<file path="config.mk">
export PLATFORM = sky130hd
export DESIGN_NAME = key_led_ctrl
export DESIGN_NICKNAME = d
export VERILOG_FILES = /design/src/rtl/key_pkg.sv /design/src/rtl/key_debounce.sv /design/src/rtl/key_led_ctrl.sv
export SDC_FILE = /design/constraint.sdc
export NUM_CORES = 1
export LEC_CHECK = 0
export ABC_AREA = 1
export BUFFER_PORTS_ARGS = -buffer_cell sky130_fd_sc_hd__buf_2
export CORE_ASPECT_RATIO = 1.25
export CORE_MARGIN = 2
export CORE_UTILIZATION = 69
export CTS_CLUSTER_DIAMETER = 80
export DETAILED_ROUTE_END_ITERATION = 10
export PLACE_DENSITY_LB_ADDON = 0.12
export SLEW_MARGIN = 20
export SYNTH_ARGS = -nofsm -noshare
export SYNTH_HDL_FRONTEND = slang
export SYNTH_SLANG_ARGS = --single-unit
</file>
<file path="constraint.sdc">
create_clock -name clk -period 3.9 [get_ports clk]
set_input_delay 0.585 -clock clk [delete_from_list [all_inputs] [get_ports clk]]
set_output_delay 0.585 -clock clk [all_outputs]
set_load 0.01 [all_outputs]
</file>
<file path="src/rtl/key_pkg.sv">
// Shared types and helpers for the key/LED control slice.
// Debounce FSM encoding, key polarity and timer sizing.
package key_pkg;

  typedef enum logic [1:0] {
    IDLE    = 2'd0,
    FILT_DN = 2'd1,
    DOWN    = 2'd2,
    FILT_UP = 2'd3
  } db_state_t;

  localparam logic KEY_PRESSED = 1'b0;

  // Bits needed to hold the value n itself (timers count up to n).
  function automatic int tmr_w(input int n);
    int w;
    if (n < 2) begin
      w = 1;
    end else begin
      w = $clog2(n + 1);
    end
    return w;
  endfunction

  function automatic int max2(input int a, input int b);
    return (a > b) ? a : b;
  endfunction

endpackage

</file>
<file path="src/rtl/key_debounce.sv">
// One key: 2-FF synchroniser, debounce FSM and hold/auto-repeat timer.
// flag/rel/step are single-cycle pulses decoded from registered state.
module key_debounce
  import key_pkg::*;
#(
  parameter int DB_CYCLES     = 1_000_000,
  parameter int HOLD_CYCLES   = 25_000_000,
  parameter int REPEAT_CYCLES = 5_000_000,
  parameter bit REPEAT_EN     = 1'b1
) (
  input  logic clk,
  input  logic rst_n,
  input  logic key_in,
  output logic state,
  output logic flag,
  output logic rel,
  output logic step
);

  localparam int DW = tmr_w(DB_CYCLES);
  localparam int HW = tmr_w(max2(HOLD_CYCLES, REPEAT_CYCLES));
  localparam logic [DW-1:0] DB_LAST = DW'(DB_CYCLES - 1);
  localparam logic [HW-1:0] HOLD_N = HW'(HOLD_CYCLES);
  localparam logic [HW-1:0] REP_N = HW'(REPEAT_CYCLES);

  logic [1:0] sync_q;
  logic ks;
  logic pressed;

  db_state_t st_q, st_d;
  logic [DW-1:0] db_q, db_d;
  logic [HW-1:0] hold_q, hold_d;
  logic rep_q, rep_d;
  logic db_done;
  logic held;
  logic rep_due;
  logic rep_step;

  always_ff @(posedge clk or negedge rst_n) begin
    if (!rst_n) begin
      sync_q <= 2'b11;
    end else begin
      sync_q <= {sync_q[0], key_in};
    end
  end

  assign ks = sync_q[1];
  assign pressed = (ks == KEY_PRESSED);
  assign db_done = (db_q == DB_LAST);

  always_comb begin
    st_d = st_q;
    db_d = db_q;
    flag = 1'b0;
    rel  = 1'b0;
    unique case (st_q)
      IDLE: begin
        if (pressed) begin
          st_d = FILT_DN;
          db_d = '0;
        end
      end
      FILT_DN: begin
        if (!pressed) begin
          st_d = IDLE;
        end else if (db_done) begin
          st_d = DOWN;
          flag = 1'b1;
        end else begin
          db_d = db_q + DW'(1);
        end
      end
      DOWN: begin
        if (!pressed) begin
          st_d = FILT_UP;
          db_d = '0;
        end
      end
      FILT_UP: begin
        if (pressed) begin
          st_d = DOWN;
        end else if (db_done) begin
          st_d = IDLE;
          rel  = 1'b1;
        end else begin
          db_d = db_q + DW'(1);
        end
      end
      default: begin
        st_d = IDLE;
      end
    endcase
  end

  // Hold timer keeps running through release bounces (FILT_UP).
  assign held = (st_q == DOWN) ||
                ((st_q == FILT_UP) && !rel);
  assign rep_due = rep_q ? (hold_q == REP_N)
                         : (hold_q == HOLD_N);
  assign rep_step = REPEAT_EN && held && rep_due;

  always_comb begin
    hold_d = hold_q;
    rep_d  = rep_q;
    if (!REPEAT_EN) begin
      hold_d = '0;
      rep_d  = 1'b0;
    end else if (flag) begin
      hold_d = HW'(1);
      rep_d  = 1'b0;
    end else if (held) begin
      if (rep_step) begin
        hold_d = HW'(1);
        rep_d  = 1'b1;
      end else begin
        hold_d = hold_q + HW'(1);
      end
    end else begin
      hold_d = '0;
      rep_d  = 1'b0;
    end
  end

  always_ff @(posedge clk or negedge rst_n) begin
    if (!rst_n) begin
      st_q   <= IDLE;
      db_q   <= '0;
      hold_q <= '0;
      rep_q  <= 1'b0;
    end else begin
      st_q   <= st_d;
      db_q   <= db_d;
      hold_q <= hold_d;
      rep_q  <= rep_d;
    end
  end

  assign state = (st_q == DOWN) || (st_q == FILT_UP);
  assign step  = flag | rep_step;

endmodule

</file>
<file path="src/rtl/key_led_ctrl.sv">
// Two debounced keys drive an up/down LED counter with
// wrap/saturate mode, auto-repeat and press/release pulses.
module key_led_ctrl
  import key_pkg::*;
#(
  parameter int LED_W         = 2,
  parameter int DB_CYCLES     = 1_000_000,
  parameter int HOLD_CYCLES   = 25_000_000,
  parameter int REPEAT_CYCLES = 5_000_000,
  parameter bit REPEAT_EN     = 1'b1
) (
  input  logic             clk,
  input  logic             rst_n,
  input  logic             key_in0,
  input  logic             key_in1,
  input  logic             wrap_en,
  output logic [LED_W-1:0] led,
  output logic [1:0]       key_state,
  output logic [1:0]       key_flag,
  output logic [1:0]       key_rel
);

  localparam logic [LED_W-1:0] LED_MAX = '1;

  logic [1:0] step;
  logic up_only;
  logic dn_only;
  logic [LED_W-1:0] led_q, led_d;

  key_debounce #(
    .DB_CYCLES    (DB_CYCLES),
    .HOLD_CYCLES  (HOLD_CYCLES),
    .REPEAT_CYCLES(REPEAT_CYCLES),
    .REPEAT_EN    (REPEAT_EN)
  ) u_key0 (
    .clk   (clk),
    .rst_n (rst_n),
    .key_in(key_in0),
    .state (key_state[0]),
    .flag  (key_flag[0]),
    .rel   (key_rel[0]),
    .step  (step[0])
  );

  key_debounce #(
    .DB_CYCLES    (DB_CYCLES),
    .HOLD_CYCLES  (HOLD_CYCLES),
    .REPEAT_CYCLES(REPEAT_CYCLES),
    .REPEAT_EN    (REPEAT_EN)
  ) u_key1 (
    .clk   (clk),
    .rst_n (rst_n),
    .key_in(key_in1),
    .state (key_state[1]),
    .flag  (key_flag[1]),
    .rel   (key_rel[1]),
    .step  (step[1])
  );

  // Simultaneous up and down steps cancel out.
  assign up_only = step[0] & ~step[1];
  assign dn_only = step[1] & ~step[0];

  always_comb begin
    led_d = led_q;
    unique case (1'b1)
      up_only: begin
        if (led_q == LED_MAX) begin
          led_d = wrap_en ? '0 : led_q;
        end else begin
          led_d = led_q + LED_W'(1);
        end
      end
      dn_only: begin
        if (led_q == '0) begin
          led_d = wrap_en ? LED_MAX : led_q;
        end else begin
          led_d = led_q - LED_W'(1);
        end
      end
      default: begin
        led_d = led_q;
      end
    endcase
  end

  always_ff @(posedge clk or negedge rst_n) begin
    if (!rst_n) begin
      led_q <= '0;
    end else begin
      led_q <= led_d;
    end
  end

  assign led = led_q;

endmodule

</file>
---- Word-level counts from Yosys, hierarchy flattened ----
Cells that the tools add are included.
storage, ports and cells
  input bits .............................. 5
  word-level logic and storage cells ...... 126
  output and inout port bits .............. 8
  register bits ........................... 102
operators by class
  reductions and logical operators ........ 19
  bitwise logic cells ..................... 6
  add/subtract/negate cells ............... 6
  mux-type cells .......................... 55
  equality and inequality tests ........... 29
operators with widths
  cell                                                   count
  2-to-1 mux 20 bit                                      10
  one-hot mux 20 bit (4 select lines)                    2
  2-to-1 mux 25 bit                                      6
  adder 25 x 1 -> 25 bit, second input constant          2
  equality test 25 x 23 -> 1 bit, second input constant  2
  equality test 25 bit, second input constant            2
  adder 20 x 1 -> 20 bit, second input constant          2
  equality test 20 bit, second input constant            2
  2-to-1 mux 2 bit                                       16
  2-to-1 mux 1 bit                                       18
  one-hot mux 2 bit (4 select lines)                     2
  AND reduction 4 bit                                    4
  inequality test 3 bit, second input constant           4
  equality test 2 bit, second input constant             5
  inequality test 2 x 1 -> 1 bit, second input constant  4
  inequality test 2 bit, second input constant           4
  zero test 2 bit                                        3
  inequality test 3 x 1 -> 1 bit, second input constant  2
  inequality test 3 x 2 -> 1 bit, second input constant  2
  equality test 2 x 1 -> 1 bit, second input constant    2
  logical AND 1 bit                                      4
  logical OR 1 bit                                       4
  one-hot mux 2 bit (2 select lines)                     1
  AND reduction 3 bit                                    1
  other kinds (7)                                        11

---- Logic depth before layout (Yosys ltp) ----
Gate-level depths: netlist of the first run.
  word-level depth ........................ 13
  gate-level depth with buffers ........... 16
  gate-level depth less buffers ........... 16

---- By module ----
Synthesis of the first run repeated with hierarchy kept, for this count alone.
second synthesis, totals
  cells, all modules ...................... 868
  area, all modules ....................... 6142.1 um^2
modules (own cells, without submodules)
  module        cells each  seq. area each (um^2)  area an instance (um^2)  instances
  key_debounce  416         1253.7                 2961.6                   2
  key_led_ctrl  36          50.0                   219.0                    1

---- Worst setup path after synthesis of the first run ----
Ideal clock, no wire load.
  path type ............................... register -> register
  start point ............................. register u_key1.db_q[0]
  end point ............................... register led_q[0] (netlist: led[0])
  data required time ...................... 3.773 ns
  path slack .............................. 1.748 ns
  data arrival time ....................... 2.025 ns
  stages on the path, launching flop included .. 15
  buffers on the path ..................... 1
  cell sequence ........................... dfrtp_1 -> ha_1 -> buf_2 -> nand3_2 -> nor2_1 -> nand4_1 -> nand2_1 -> nand2_1 -> nand2_1 -> inv_1 -> ha_1 -> nand2_1 -> a21oi_1 -> nor2_1 -> o21ai_0
on the way
  cells in the longest elaborated chain, start to end .. 13
  elaborated cells on any way between the ends .. 19
  those cells by class .................... eq/ne (3); mux (6); bitwise (4); reduce/logical (6)
RTL lines
  what                                                                          line                                    source
  start: declaration                                                            key_debounce.sv:31                      logic [DW-1:0] db_q, db_d;
  start signal: assignment                                                      key_debounce.sv:127                     db_q <= '0;
  start signal: assignment                                                      key_debounce.sv:132                     db_q <= db_d;
  equality test 20 bit (*)                                                      key_debounce.sv:49                      assign db_done = (db_q == DB_LAST);
  2-to-1 mux 1 bit (*)                                                          key_debounce.sv:66, key_debounce.sv:82
  2-to-1 mux 1 bit                                                              key_debounce.sv:80                      if (pressed) begin
  2-to-1 mux 1 bit                                                              key_debounce.sv:56                      unique case (st_q)
  zero test 1 bit                                                               key_debounce.sv:97                      ((st_q == FILT_UP) && !rel);
  logical AND 1 bit                                                             key_debounce.sv:97
  logical OR 1 bit                                                              key_debounce.sv:96                      assign held = (st_q == DOWN) ||
  logical AND 1 bit                                                             key_debounce.sv:100                     assign rep_step = REPEAT_EN && held && rep_due;
  OR 1 bit (*)                                                                  key_debounce.sv:139                     assign step = flag | rep_step;
  NOT 1 bit                                                                     key_led_ctrl.sv:61                      assign up_only = step[0] & ~step[1];
  AND 1 bit                                                                     key_led_ctrl.sv:61
  inequality test 3 bit (no source line) or nonzero test 2 bit (tied branches)  --
  AND reduction 3 bit (no source line)                                          --
  end signal: assignment                                                        key_led_ctrl.sv:91                      led_q <= led_d;
  end: declaration                                                              key_led_ctrl.sv:28                      logic [LED_W-1:0] led_q, led_d;
Every way passes the cells marked *; elsewhere a longest branch is shown, timed or not.
A chain may end at the register's enable or synchronous reset.

---- Worst setup path after layout of the first run ----
Ends and elaborated chain as after synthesis.

==> results.yml, run 1 <==
floorplan:
  initial_core_util_pct: 71.5
  core_area_mm2: 0.00917
  die_area_mm2: 0.0103
  rows: 39
  die_height_um: 113
  boundaryPins: 13
  die_w_um: 91.2
yosys:
  ys_types: 32
  syn-cell-area_mm2: 0.00656
  synthCells: 971
  syn_nets: 986
  ys_ff_latch: 102
  yosys_warnings: 0
  syn_avg_cell_area_um2: 6.75
  yosysSeqAreaShare_pct: 39.0
place:
  portBuffers: 12
  dp_cells: 1083
  pre_cts_ws_ns: 1.01
  gp_congestion: 0.964
  dp_hpwl_um: 11100
layout:
  finalNonFillerCells: 1097
  mostFrequentLayoutCells: "nand2_1 (298), nor2_1 (203), inv_1 (98), dfrtp_1 (98), nand3_1 (73)"
  layout_commonest_cell: "nand2_1"
  fill_cells: 758
  antenna_cells: 0
  syn_to_final_growth_pct: 5.17
  layout-drive-gt1-share_pct: 5.13
  final_nets: 986
critical_path:
  arrival_ns: 3.18
  path_buf_inv: 1
  cp-end-kind: "flip-flop"
  cp-start-kind: "flip-flop"
  crit_family: "simple AND/OR/NAND/NOR gates"
  timing.critical_path.required_ns: 4.16
  crit_chain: "ha_1 > nand3_2 > nor2_1 > nand4_1 > nand2_1 > nand2_1 > nand2_1 > inv_1 > ha_1 > nand2_1 > a21oi_1 > nor2_1 > nand2_1 > o21ai_0"
  crit_path_top_delay_cell: "nand2_1"
  path_common_cell: "nand2_1"
  cp_slowest_stage_delay_ns: 0.42
  crit_fanout: 15
  critPathKind: "flip-flop to flip-flop"
status:
  status: "completed"
cts:
  path_clk_slew_ns: 0.07
  cts-root-buf: "clkbuf_16"
  holdBufCountCts: 0
  cts_tree: "built"
  cts_sinks: 102
  h-tree-depth: 3
  post_cts_buffers: 0
  clockBufferDepth: 2
  cts_made_buffers: 9
  insertion_delay_ns: 0.35
  cts_resized: 0
sta:
  hold_ws_ns: 0.286
  drv_slew: 0
  relSlewSlack_pct: 52.0
  clock-skew-final_ns: 0.00922
  worst_pin_slew_ns: 0.720
  hold_violations: 0
  fmax_mhz: 343
  period_needed_ns: 2.91
  setup_slack_ns: 0.985
  setup_viol: 0
  fin_tns_setup_ns: 0
  min_period_over_period_pct: 74.7
  grt_setup_unrepaired: "no"
hold_path:
  hp-class: "input port to async pin"
grt:
  antenna_found_initial: 0
  grt_max_degree: 82
  grt_pass1_vias: 5779
  grtUsageTotal_pct: 30.9
  grt_pass1_wl_um: 25700
  grt-ovfl-total: 0
route:
  route.detailed.drc: 0
  via_per_inst: 5.52
  drt-total-wl_um: 15000
  drt_iter0_drc: 435
  dr.pass1.iters: 5
  routedWlPerCell_um: 13.7
  vias: 6060
  ant_nets: 0
pwr:
  powerDensity_mw_per_mm2: 288
  leakagePower_nw: 2.93
  vdd_drop_max_v: 0.000256
job:
  max_cap_violations: 0
metal layers:
layer  share of wire (%)  track usage, %  vias to the layer above
li1                    -               -                     3035
met1                  42            38.3                     2793
met2                  50            54.1                      193
met3                 5.0            4.46                       39
met4                 2.7            13.1                        0
met5                   0               0                        -
registers in the layout, indices dropped and copies added (netlist names), named ones only:
name	flops
u_key0.rep_q	1
u_key1.sync_q	2
u_key0.st_q	1
u_key0.hold_q	25
u_key1.hold_q	25
u_key0.sync_q	2
u_key1.st_q	1
u_key1.db_q	20
led	2
u_key1.rep_q	1
u_key0.db_q	20
path summary, 6_finish.rpt:
path	from	to	slack, ns	cells past startpoint
setup reg to reg	u_key1.db_q[0]$_DFFE_PN0P_	led[0]$_DFFE_PN0P_	0.99	14
min in group clk	key_in1	u_key1.sync_q[0]$_DFF_PN1_	0.34	1
max in group asynchronous	rst_n	u_key0.sync_q[1]$_DFF_PN1_	2.78	2
hold / removal	rst_n	u_key1.db_q[2]$_DFFE_PN0P_	0.29	1
hold reg to reg	u_key1.sync_q[0]$_DFF_PN1_	u_key1.sync_q[1]$_DFF_PN1_	0.36	0
setup / recovery	u_key1.db_q[0]$_DFFE_PN0P_	led[0]$_DFFE_PN0P_	0.99	14
final cells by class:
cell class	count	area (um^2)	share of cell area, %
inverters	100	383	5.55
repair buffers	15	88.8	1.29
flip-flops and latches	102	2560	37.1
well taps	123	154	2.23
clock inverters	4	25.0	0.363
multi-input cells	743	3450	50.0
clock buffers	10	239	3.47
metrics by stage:
step	total power [mW]	cell area [um^2]	utilization, %
3_5_place_dp	1.18	6630	72.2
4_1_cts	2.00	6890	75.1
3_3_place_gp	1.18	6630	72.2
6_report	1.99	6900	75.2
2_1_floorplan	1.15	6560	-
5_1_grt	2.05	6900	75.2
cell usage after synthesis:
library cell,count,share of area [%]
dfstp_2,4,1.6
nand2_1,298,17
nand4_1,30,2.9
clkbuf_2,1,0.076
or2_2,4,0.38
inv_1,98,5.6
nand2_2,2,0.19
dfrtp_1,98,37
clkbuf_1,4,0.23
and2_1,3,0.29
buf_2,7,0.53
nor2_2,1,0.095
o21ai_0,26,2.0
inv_2,1,0.057
buf_6,1,0.17
ha_1,10,1.9
o21bai_1,12,1.4
buf_8,1,0.23
nor2_4,3,0.52
inv_8,1,0.17
nor3_2,2,0.31
buf_4,11,1.3
nor3_1,24,1.8
a22oi_1,1,0.11
xnor2_1,11,1.5
xor2_1,31,4.1
nand3_1,73,5.6
nand3_2,1,0.15
a21oi_1,6,0.46
o21ai_2,2,0.27
buf_1,1,0.057
nor2_1,203,12
cells by family (layout without fill, tap and decap cells):
family | count (synthesis) | after routing | synth area share, %
flops | 102 | 102 | 39.0
xor+xnor | 42 | 42 | 5.61
buf+inv | 126 | 129 | 8.40
simple gates | 644 | 644 | 40.9
fa+ha+maj | 10 | 10 | 1.91
compound gates | 47 | 47 | 4.20
power breakdown:
group | leakage [nW] | total [mW] | switching (mW) | internal, mW
Combinational | 1.40 | 0.0738 | 0.0558 | 0.0180
Sequential | 1.40 | 1.09 | 0.0153 | 1.07
Clock | 0.126 | 0.826 | 0.385 | 0.441
Total | 2.93 | 1.99 | 0.456 | 1.53
(Power assumes the default switching activity.)
==> inputs of run 2 (changes only) <==
--- a/config.mk
+++ b/config.mk
@@ -9,7 +9,7 @@
 export BUFFER_PORTS_ARGS = -buffer_cell sky130_fd_sc_hd__buf_2
 export CORE_ASPECT_RATIO = 1.25
 export CORE_MARGIN = 2
-export CORE_UTILIZATION = 69
+export CORE_UTILIZATION = 57
 export CTS_CLUSTER_DIAMETER = 80
 export DETAILED_ROUTE_END_ITERATION = 10
 export PLACE_DENSITY_LB_ADDON = 0.12
==> constraint.sdc (replaced) <==
create_clock -name clk -period 2.4 [get_ports clk]
set_input_delay 0.36 -clock clk [delete_from_list [all_inputs] [get_ports clk]]
set_output_delay 0.36 -clock clk [all_outputs]
set_load 0.01 [all_outputs]
==> run 2 against run 1 <==
Maximum frequency rose by 33%. Design area up 3.0%. Hold slack got worse by 0.18 ns. Clock-buffer cell count is the same. Critical path depth up 2. Clock skew is 0.0020 ns higher. Cell count is 2.2% higher. Die area up 20%. Utilization decreased by 11 points. Sequential power grew 61%. Clock power up 90%.
==> results.yml, run 2 (synthesis gave the netlist of run 1 again) <==
route:
  via_per_inst: 5.32
  dr.pass1.iters: 7
  routedWlPerCell_um: 13.5
  route.detailed.drc: 0
  ant_nets: 0
  drt_iter0_drc: 277
  drt-total-wl_um: 15100
  vias: 5964
place:
  gp_congestion: 0.987
  portBuffers: 12
  dp_cells: 1103
  dp_hpwl_um: 10900
  place_area_mm2: 0.00672
  pre_cts_ws_ns: 0.0132
pwr:
  p_clk_share_pct: 45.3
  powerDensity_mw_per_mm2: 488
  leakagePower_nw: 3.00
  seq_power_share_pct: 50.8
  sw_frac_of_total_pct: 22.3
  vdd_drop_max_v: 0.000346
  p_sw_mw: 0.772
  pwr-share-comb_pct: 3.9
  p_int_mw: 2.69
  p_total_mw: 3.47
grt:
  antenna_found_initial: 0
  grt_pass1_wl_um: 25500
  grt-ovfl-total: 0
  grt_pass1_vias: 5513
  grt_max_degree: 47
  grtUsageTotal_pct: 25.7
cts:
  cts-root-buf: "clkbuf_16"
  cts_sinks: 102
  clockBufferDepth: 2
  cts_made_buffers: 9
  h-tree-depth: 3
  insertion_delay_ns: 0.36
  path_clk_slew_ns: 0.07
  cts_tree: "built"
job:
  max_cap_violations: 0
sta:
  fmax_mhz: 457
  period_needed_ns: 2.19
  worst_pin_slew_ns: 0.567
  setup_viol: 0
  hold_violations: 0
  setup_slack_ns: 0.212
  min_period_over_period_pct: 91.2
  drv_slew: 0
  fin_tns_setup_ns: 0
  hold_ws_ns: 0.105
  clock-skew-final_ns: 0.0112
  relSlewSlack_pct: 62.1
layout:
  antenna_cells: 0
  stdcell_area_mm2: 0.00710
  final_util_pct: 63.8
  finalNonFillerCells: 1121
  layout_commonest_cell: "nand2_1"
  mostFrequentLayoutCells: "nand2_1 (298), nor2_1 (197), inv_1 (97), dfrtp_1 (95), nand3_1 (71)"
  final_nets: 996
  reg.largest.list: "u_key0.hold_q: 25 flops, u_key1.hold_q: 25 flops"
  layout-drive-gt1-share_pct: 7.61
  syn_to_final_growth_pct: 8.32
hold_path:
  hp-class: "input port to flip-flop"
  worstHoldPathCells: 1
  min_from: "key_in0"
  hold-path-endpoint: "u_key0.sync_q[0]$_DFF_PN1_"
floorplan:
  boundaryPins: 13
  rows: 43
  die_area_mm2: 0.0124
  initial_core_util_pct: 58.9
  die_w_um: 99.9
  core_area_mm2: 0.0111
  die_height_um: 124
critical_path:
  path_common_cell: "nand2_1"
  reg2reg_slack_ns: 0.21
  arrival_ns: 2.43
  cp-end-kind: "flip-flop"
  cp_slowest_stage_delay_ns: 0.44
  r2r-start: "u_key1.hold_q[0]$_DFF_PN0_"
  timing.critical_path.required_ns: 2.64
  crit_chain: "inv_2 > ha_1 > nand2_1 > nor2_1 > nand2_1 > nor2_1 > nand3_2 > nand2_1 > nand2_1 > inv_1 > ha_1 > nand2_1 > a21oi_2 > nor2_2 > nand2_1 > o21ai_0"
  crit_path_top_delay_cell: "dfrtp_2"
  crit_fanout: 4
  r2r-end: "led[1]$_DFFE_PN0P_"
  cp-start-kind: "flip-flop"
  reg2reg_depth: 16
  critPathKind: "flip-flop to flip-flop"
status:
  status: "completed"
==> run 2: changes by cell type in the layout (fill, tap and decap cells not counted), moves of 2 or more <==
cell | before | now
clkinv_4 | 0 | 2
dfrtp_1 | 98 | 95
nor2_1 | 203 | 197
bufinv_16 | 0 | 2
nor2_2 | 1 | 6
dfrtp_2 | 0 | 3
buf_4 | 3 | 12
clkinvlp_4 | 2 | 0
nand3_1 | 73 | 71
==> run 2: worst max-delay path, delay by kind of cell (launching register included) <==
kind / cells / cell delay [ns]
compound gates: 2 / 0.21
fa+ha+maj: 2 / 0.36
buf+inv: 2 / 0.15
flops: 1 / 0.44
simple gates: 10 / 0.90
==> run 2: cell type report <==
class | instances | area [um^2]
timing repair buffer | 25 | 175
inverter | 100 | 383
clock inverter | 6 | 87.6
multi-input combinational | 743 | 3500
clock buffer | 10 | 229
fill | 1045 | 4040
sequential | 102 | 2560
tap | 135 | 169
==> run 2: how the worst max path moves through the flow <==
| stage | startpoint | to | slack [ns] | depth (start not counted) |
|---|---|---|---|---|
| after global routing | u_key1.hold_q[0]$_DFF_PN0_ | led[0]$_DFFE_PN0P_ | -0.02 | 16 |
| after floorplan | u_key1.db_q[0]$_DFFE_PN0P_ | led[0]$_DFFE_PN0P_ | 0.25 | 14 |
| after global placement | u_key0.db_q[0]$_DFFE_PN0P_ | u_key0.db_q[13]$_DFFE_PN0P_ | 0.06 | 10 |
| after CTS | u_key0.db_q[0]$_DFFE_PN0P_ | u_key0.db_q[10]$_DFFE_PN0P_ | 0.0009 | 10 |
| final | u_key1.hold_q[0]$_DFF_PN0_ | led[1]$_DFFE_PN0P_ | 0.21 | 16 |
| after detailed placement | u_key0.db_q[0]$_DFFE_PN0P_ | u_key0.db_q[6]$_DFFE_PN0P_ | 0.01 | 10 |
==> run 2: power groups by stage <==
stage               combinational, mW  clock [mW]  sequential, mW
floorplan                      0.0727           0            1.79
global placement                0.131           0            1.79
detailed placement              0.133           0            1.79
CTS                             0.135        1.60            1.76
global route                    0.156        1.67            1.76
finish                          0.136        1.57            1.76
==> run 2: timing repair <==
action	4_1_cts	5_1_grt
setup endpoints to repair	0	21
buffers inserted	0	1
resized for setup	0	17
hold buffers	1	0
endpoints found under the hold margin	17	0
==> run 2: routing by layer <==
metal  share of wire [%]  wire [um]  GRT usage, %
met1                  45       6770          32.9
met2                  49       7350          44.8
met3                 4.5        674          4.26
met4                 2.0        298          7.62
met5                   0          0             0
